<file path="src/rtl/ps2_kbd_ctrl.sv">
// PS/2 scancode sequencer: folds E0/F0 prefixes into key events and queues them in a show-ahead FIFO.
// Optional typematic repeat filter enabled by defining PS2_REPEAT_FILTER_EN.
module ps2_kbd_ctrl #(
    parameter int FIFO_DEPTH = 8,
    parameter int TIMEOUT    = 1000000,
    parameter int TO_W       = 20
) (
    input  logic                          clk,
    input  logic                          reset,
    input  logic                          frame_valid,
    input  logic [7:0]                    frame_data,
    output logic                          evt_valid,
    input  logic                          evt_ready,
    output logic [7:0]                    evt_code,
    output logic                          evt_ext,
    output logic                          evt_release,
    output logic [$clog2(FIFO_DEPTH):0]   evt_count,
    output logic                          overflow,
    input  logic                          clr_overflow,
    output logic                          err
);
    localparam int AW = $clog2(FIFO_DEPTH);

    typedef enum logic [1:0] {IDLE, EXT, BRK, EXT_BRK} state_t;

    state_t          state, state_nx;
    logic [TO_W-1:0] wd, wd_nx;
    logic            dec_push, dec_ext, dec_rel, err_nx, push;
    logic            is_prefix;
    logic [9:0]      mem [FIFO_DEPTH];
    logic [AW-1:0]   wr_ptr, rd_ptr;
    logic            full, pop, wr_en;

    assign is_prefix = (frame_data == 8'hE0) || (frame_data == 8'hF0);

    always_ff @(posedge clk or negedge reset) begin
        if (!reset) begin
            state <= IDLE;
            wd    <= '0;
            err   <= 1'b0;
        end else begin
            state <= state_nx;
            wd    <= wd_nx;
            err   <= err_nx;
        end
    end

    always_comb begin
        state_nx = state;
        wd_nx    = wd;
        dec_push = 1'b0;
        dec_ext  = 1'b0;
        dec_rel  = 1'b0;
        err_nx   = 1'b0;
        if (frame_valid) begin
            wd_nx = '0;
            unique case (state)
                IDLE: begin
                    if (frame_data == 8'hE0)                             state_nx = EXT;
                    else if (frame_data == 8'hF0)                        state_nx = BRK;
                    else if (frame_data == 8'h00 || frame_data == 8'hFF) err_nx   = 1'b1;
                    else                                                 dec_push = 1'b1;
                end
                EXT: begin
                    if (frame_data == 8'hF0)      state_nx = EXT_BRK;
                    else if (frame_data != 8'hE0) begin
                        dec_push = 1'b1;
                        dec_ext  = 1'b1;
                        state_nx = IDLE;
                    end
                end
                BRK, EXT_BRK: begin
                    state_nx = IDLE;
                    if (is_prefix) begin
                        err_nx = 1'b1;
                    end else begin
                        dec_push = 1'b1;
                        dec_rel  = 1'b1;
                        dec_ext  = (state == EXT_BRK);
                    end
                end
                default: state_nx = IDLE;
            endcase
        end else if (state == IDLE) begin
            wd_nx = '0;
        end else if (wd == TO_W'(TIMEOUT - 1)) begin
            // lost byte after a prefix: abandon the sequence
            state_nx = IDLE;
            err_nx   = 1'b1;
            wd_nx    = '0;
        end else begin
            wd_nx = wd + TO_W'(1);
        end
    end

`ifdef PS2_REPEAT_FILTER_EN
    logic       held_valid, held_ext, held_match;
    logic [7:0] held_code;

    assign held_match = held_valid && (held_ext == dec_ext) && (held_code == frame_data);
    assign push       = dec_push && !(!dec_rel && held_match);

    always_ff @(posedge clk or negedge reset) begin
        if (!reset) begin
            held_valid <= 1'b0;
            held_ext   <= 1'b0;
            held_code  <= '0;
        end else if (dec_push) begin
            if (!dec_rel) begin
                if (!held_match) begin
                    held_valid <= 1'b1;
                    held_ext   <= dec_ext;
                    held_code  <= frame_data;
                end
            end else if (held_match) begin
                held_valid <= 1'b0;
            end
        end
    end
`else
    assign push = dec_push;
`endif

    assign evt_valid = (evt_count != '0);
    assign full      = (evt_count == (AW+1)'(FIFO_DEPTH));
    assign pop       = evt_valid && evt_ready;
    assign wr_en     = push && (!full || pop);
    assign {evt_ext, evt_release, evt_code} = mem[rd_ptr];

    always_ff @(posedge clk or negedge reset) begin
        if (!reset) begin
            for (int unsigned i = 0; i < FIFO_DEPTH; i++) mem[i] <= '0;
        end else if (wr_en) begin
            mem[wr_ptr] <= {dec_ext, dec_rel, frame_data};
        end
    end

    always_ff @(posedge clk or negedge reset) begin
        if (!reset) begin
            wr_ptr    <= '0;
            rd_ptr    <= '0;
            evt_count <= '0;
            overflow  <= 1'b0;
        end else begin
            if (wr_en) wr_ptr <= wr_ptr + AW'(1);
            if (pop)   rd_ptr <= rd_ptr + AW'(1);
            if (wr_en && !pop)      evt_count <= evt_count + (AW+1)'(1);
            else if (pop && !wr_en) evt_count <= evt_count - (AW+1)'(1);
            if (push && full && !pop) overflow <= 1'b1;
            else if (clr_overflow)    overflow <= 1'b0;
        end
    end
endmodule

</file>
<file path="config.mk">
export PLATFORM = sky130hd
export DESIGN_NAME = ps2_kbd_ctrl
export DESIGN_NICKNAME = d
export VERILOG_FILES = /design/src/rtl/ps2_kbd_ctrl.sv
export SDC_FILE = /design/constraint.sdc
export NUM_CORES = 1
export LEC_CHECK = 0
export BUFFER_PORTS_ARGS = -buffer_cell sky130_fd_sc_hd__buf_4
export CELL_PAD_IN_SITES_DETAIL_PLACEMENT = 1
export CELL_PAD_IN_SITES_GLOBAL_PLACEMENT = 1
export CORE_AREA = 2 2 141 143
export CTS_BUF_LIST = sky130_fd_sc_hd__clkbuf_4 sky130_fd_sc_hd__clkbuf_8
export DETAILED_ROUTE_END_ITERATION = 8
export DIE_AREA = 0 0 143 145
export GPL_ROUTABILITY_DRIVEN = 0
export PLACE_DENSITY_LB_ADDON = 0.1
export SETUP_SLACK_MARGIN = 0.5
export SYNTH_ARGS = -nofsm -noshare
export SYNTH_HDL_FRONTEND = slang
export SYNTH_SLANG_ARGS = --single-unit
</file>
<file path="constraint.sdc">
create_clock -name clk -period 3.4 [get_ports clk]
set_clock_uncertainty 0.15 [all_clocks]
set_input_delay 0.68 -clock clk [delete_from_list [all_inputs] [get_ports clk]]
set_output_delay 0.68 -clock clk [all_outputs]
set_load 0.01 [all_outputs]
</file>
Word-level counts from Yosys, hierarchy flattened. Index checks and enable logic that the tools add are counted.

Muxes and demuxes: 42. Reductions and logical operators: 21. Equal/unequal tests: 12. Bitwise gates (word level): 2. Add/subtract/negate cells: 5. $lt $le $gt $ge: 3.

Operator list (number): bitwise mux 80 bit (1); 2-to-1 mux 20 bit (3); binary-select mux 10 bit (select 3 bit) (1); demux 10 bit (select 3 bit) (1); 2-to-1 mux 10 bit (3); == test 8 bit (second input constant) (3); adder 20 x 1 -> 20 bit (second input constant) (1); == test 20 bit (second input constant) (1); 2-to-1 mux 1 bit (20); 2-to-1 mux 2 bit (7); >= comparator 4 bit (second input constant) (2); logical NOT 8 bit (1); 2-to-1 mux 4 bit (2); inequality test 8 bit (second input constant) (1); NOT 3 -> 4 bit (2); logical AND 1 bit (7); adder 3 x 1 -> 3 bit (second input constant) (2); one-hot mux 2 bit (3 select lines) (1); nonzero test 2 bit (3); adder 4 x 1 -> 4 bit (second input constant) (1); == test 2 bit (second input constant) (2); == test 4 bit (second input constant) (1); < comparator 4 x 1 -> 1 bit (second input constant) (1); inequality test 4 bit (second input constant) (1); other kinds (12) (17).

Flip-flop bits (word level): 114. Output and inout port bits: 17. Input port bits: 13.

Logic depth before layout (Yosys ltp).
Word-level depth: 12. Gate-level depth with buffers: 14.

Least setup slack after synthesis. OpenSTA, ideal clock, no wires.

Path type: input-to-reg. From: input frame_data[7]. To: register evt_count[3]. Required time: 3.122 ns. Arrival time: 3.259 ns. Setup slack: -0.137 ns. Cell stages on the path: 14. Path buffers: 1. Cell sequence: clkbuf_1 > or4_1 > o31ai_1 > nor2_1 > o21ai_0 > inv_1 > ha_1 > inv_1 > ha_1 > a21o_1 > a21oi_1 > xnor2_1 > nor2_1 > xor2_1.

Word-level cells in the longest chain between the ends: 11.

RTL lines: from (decl) (RTL line 11) `input logic [7:0] frame_data,`; == test 8 bit or logical NOT 8 bit (tied branches) (RTL line 61) `else if (frame_data == 8'h00 || frame_data == 8'hFF) err_nx = 1'b1;`; logical OR 1 bit (RTL line 61); 2-to-1 mux 1 bit (RTL line 61); 2-to-1 mux 1 bit (RTL line 60) `else if (frame_data == 8'hF0) state_nx = BRK;`; 2-to-1 mux 1 bit (RTL line 59) `if (frame_data == 8'hE0) state_nx = EXT;`; one-hot mux 1 bit (3 select lines) (*) (RTL line 57) `unique case (state)`; 2-to-1 mux 1 bit (*) (RTL line 55) `if (frame_valid) begin`; logical AND 1 bit (*) (RTL line 127) `assign wr_en = push && (!full || pop);`; net wr_en (RTL line 32) `logic full, pop, wr_en;`; logical NOT 1 bit (RTL line 148) `else if (pop && !wr_en) evt_count <= evt_count - (AW+1)'(1);`; logical AND 1 bit (RTL line 148); nonzero test 2 bit (no line); to (signal assigned) (RTL line 147) `if (wr_en && !pop) evt_count <= evt_count + (AW+1)'(1);`; to (signal assigned) (RTL line 148); to (decl) (RTL line 17) `output logic [$clog2(FIFO_DEPTH):0] evt_count,`.

The timed path passes the listed nets; every way through them passes the cells marked *. A chain may end at the register's enable or synchronous reset.

Final worst setup path.
From: register state[0]. To: register evt_count[3].

Word-level cells in the longest chain between the ends: 8.

RTL lines: from (decl) (RTL line 26) `state_t state, state_nx;`; from (signal assigned) (RTL line 42) `state <= state_nx;`; == test 2 bit (RTL line 57); OR reduction 2 bit (RTL line 57); one-hot mux 1 bit (3 select lines) (*) (RTL line 57); 2-to-1 mux 1 bit (*) (RTL line 55); logical AND 1 bit (*) (RTL line 127); net wr_en (RTL line 32); logical NOT 1 bit (RTL line 148); logical AND 1 bit (RTL line 148); nonzero test 2 bit (no line).

Marks and branches as above.

==> reports/metrics.cfg <==
[power]
power_density_nw_per_um2=850
p_leak_nw=2.76
netSwitchingPower_mw=1.70
comb_power_share=0.360
p_sw_frac=0.302
p_int_mw=3.94
ir_worst_vdd_mv=0.276
finalPower_mw=5.64
power.share.clock=0.259
seqPwrFrac=0.382

[synth]
synth_ff_type=dfrtp_1
synth_area_sq_um=5450
synthTopCellsByArea=dfrtp_1, mux2_2, mux4_2
synthXorXnorAreaFrac=0.0418
synth_simple_gate_area_frac=0.0831
seq_area_frac_synth=0.524
yosys_register_bits=114
synth_edf_count=0
synth.mux.area_fraction=0.275
ys_async_sr_fraction=1.00
synth_compound_area_frac=0.0370
synth_nets=423
synthTopCellsByCount=dfrtp_1, mux2_2, nor2_1
syn_inst=403
postSynthAreaPerCell_sq_um=13.5
ys_types=42
yosysTopAreaCellShare=0.524
synthAdderAreaFrac=0.0175
yosysTopAreaCell=dfrtp_1
ys_warn_count=0
synth_top_family_by_area=multiplexers
post-synth-top-count-cell=dfrtp_1

[route]
first_pass_iters=4
drtIter0Drc=102
vias=3388
post-route-drc-count=0
finalWirelength_mm=13.9
viasPerCell=4.67
wl_per_cell_um=19.1
ant_nets=0

[clocking]
clkSinkCount=114
ctsHtreeMaxLevel=4
clockBufferDepth=2
cts_root_buf=clkbuf_8
clock_latency_ns=0.43
clk_pin_slew_worst_paths_ns=0.07
hold_buffers=0
cts_tree=yes
numCtsBuffers=17

[worst_setup_path]
cp.arrival_ns=3.02
path_class=flip-flop to flip-flop
start_kind=flip-flop
worst_path_most_repeated_cell=ha_4
crit_slowest_cell=or4_4
max_stage_delay_ns=0.50
cp-startpoint=state[0]$_DFFE_PN0P_
critPathMaxFanout=3
required_ns=3.56
path_cells=or4_4 -> o31ai_4 -> nor2_2 -> o21ai_2 -> inv_1 -> ha_4 -> inv_4 -> ha_4 -> a21o_1 -> a21oi_2 -> xnor2_1 -> nor2_1 -> xor2_1
reg2reg_from=state[0]$_DFFE_PN0P_
endpoint_kind=flip-flop

[global_routing]
grt_max_degree=59
track_usage=0.143
grt_pass1_vias=3825
overflow=0
grt_pass1_wl_mm=22.2
antenna_found_initial=0

[layout]
final_nets=468
drive_gt1_frac=0.462
diodes=0
multi_input_area_sq_um=2540
n_fill_cell=2035
area_growth_pct=21.7
register_area_sq_um=2860
final_area_sq_um=6630

[die]
die_h_um=145
fp.dieArea_sq_um=20700
ios=30
core_sq_um=19200
die_w_um=143
initial_core_util=0.284
num_rows=51

[sta]
setup_tns_ns=0
slew_headroom=0.402
slew_violations=0
finalSetupViolCount=0
rsz0062_at_grt=yes
fin_crit_sh=0.841
tightest_slew_ns=0.890
fmax_mhz=350
period_needed_ns=2.86
hold_viol=0

[placed_design]
io_buffers=29
hpwl_mm=8.87
placed_cell_area_sq_um=6090

[min_path]
hold_class=primary input to async pin

[outcome]
status=completed

[run]
max-cap-violations=0

metrics by stage:
| stage | std cells | utilization | setup WS (ns) | hold WS, ns |
|---|---|---|---|---|
| after floorplan | 403 | - | 0.200 | 0.234 |
| after global placement | 691 | 0.317 | 0.145 | 0.333 |
| after detailed placement | 691 | 0.317 | 0.131 | 0.339 |
| after CTS | 724 | 0.342 | 0.464 | 0.188 |
| after global routing | 726 | 0.345 | 0.413 | 0.212 |
| final | 726 | 0.345 | 0.542 | 0.172 |
state kept, by name (all words and copies together), names as in the netlist:
register and flops:
err 1, wr_ptr 3, wd 20, mem 80
state 2, overflow 1, evt_count 4, rd_ptr 3
layout make-up:
class | count | share of cell area
inverter | 6 | 0.00378
multi-input combinational | 259 | 0.383
tap | 265 | 0.0500
clock inverter | 9 | 0.0227
timing repair buffer | 50 | 0.0630
clock buffer | 23 | 0.0468
sequential | 114 | 0.431
timing repair:
action                                  in CTS  in global routing
buffers inserted                             1                  1
gates cloned                                 0                  1
pin swaps                                    1                  6
endpoints found under the setup margin      11                 22
resized for setup                            4                  6
layer usage:
metal,vias up,track usage,part of all wire,routed length (um)
li1,1547,-,-,-
met1,1795,0.182,0.46,6420
met2,34,0.242,0.51,7060
met3,12,0.0300,0.018,244
met4,0,0.0475,0.011,158
met5,-,0,0,0
worst paths after layout:
| path | cells past startpoint | slack (ns) | to |
|---|---|---|---|
| min reg2reg | 1 | 0.35 | wd[0]$_DFF_PN0_ |
| min in group clk | 2 | 0.31 | overflow$_DFFE_PN0P_ |
| min | 1 | 0.17 | mem[33]$_DFFE_PN0P_ |
| max in group asynchronous | 2 | 2.15 | mem[51]$_DFFE_PN0P_ |
| max reg2reg | 13 | 0.54 | evt_count[3]$_DFFE_PN0P_ |
| max | 13 | 0.54 | evt_count[3]$_DFFE_PN0P_ |
critical path, delay by kind of cell, from the launching register on:
kind	cells	cell delay, ns
flip-flops	1	0.43
buffers and inverters	2	0.16
AND/OR/NAND/NOR	3	0.66
adder cells (fa/ha/maj)	2	0.37
XOR/XNOR	2	0.26
AO/OA/AOI/OAI	4	0.72
power by group through the flow:
stage	combinational [mW]	sequential, mW	clock [mW]
2_1_floorplan	1.45	2.02	0
3_3_place_gp	1.98	2.14	0
3_5_place_dp	2.01	2.17	0
4_1_cts	2.03	2.15	1.51
5_1_grt	2.22	2.23	1.57
6_report	2.03	2.15	1.46
cell families after synthesis:
group           after synthesis
fa+ha+maj                     7
buf+inv                      30
xor+xnor                     26
flops                       114
simple gates                 92
mux                         113
compound gates               21
cell usage in the layout (no fill, tap or decap), types with 3 or more instances in the layout:
cell	n
clkbuf_8	22
nor2_1	27
clkinv_2	3
dfrtp_1	111
mux2_2	93
buf_4	47
nor4_1	4
xnor2_1	12
ha_1	4
mux4_2	20
nand2b_1	4
xor2_1	14
o21ai_0	5
dfrtp_2	3
nor3_1	6
inv_1	5
and3_1	3
nand3_1	15
nand2_1	17
bufinv_16	4
(Power assumes the default switching activity.)
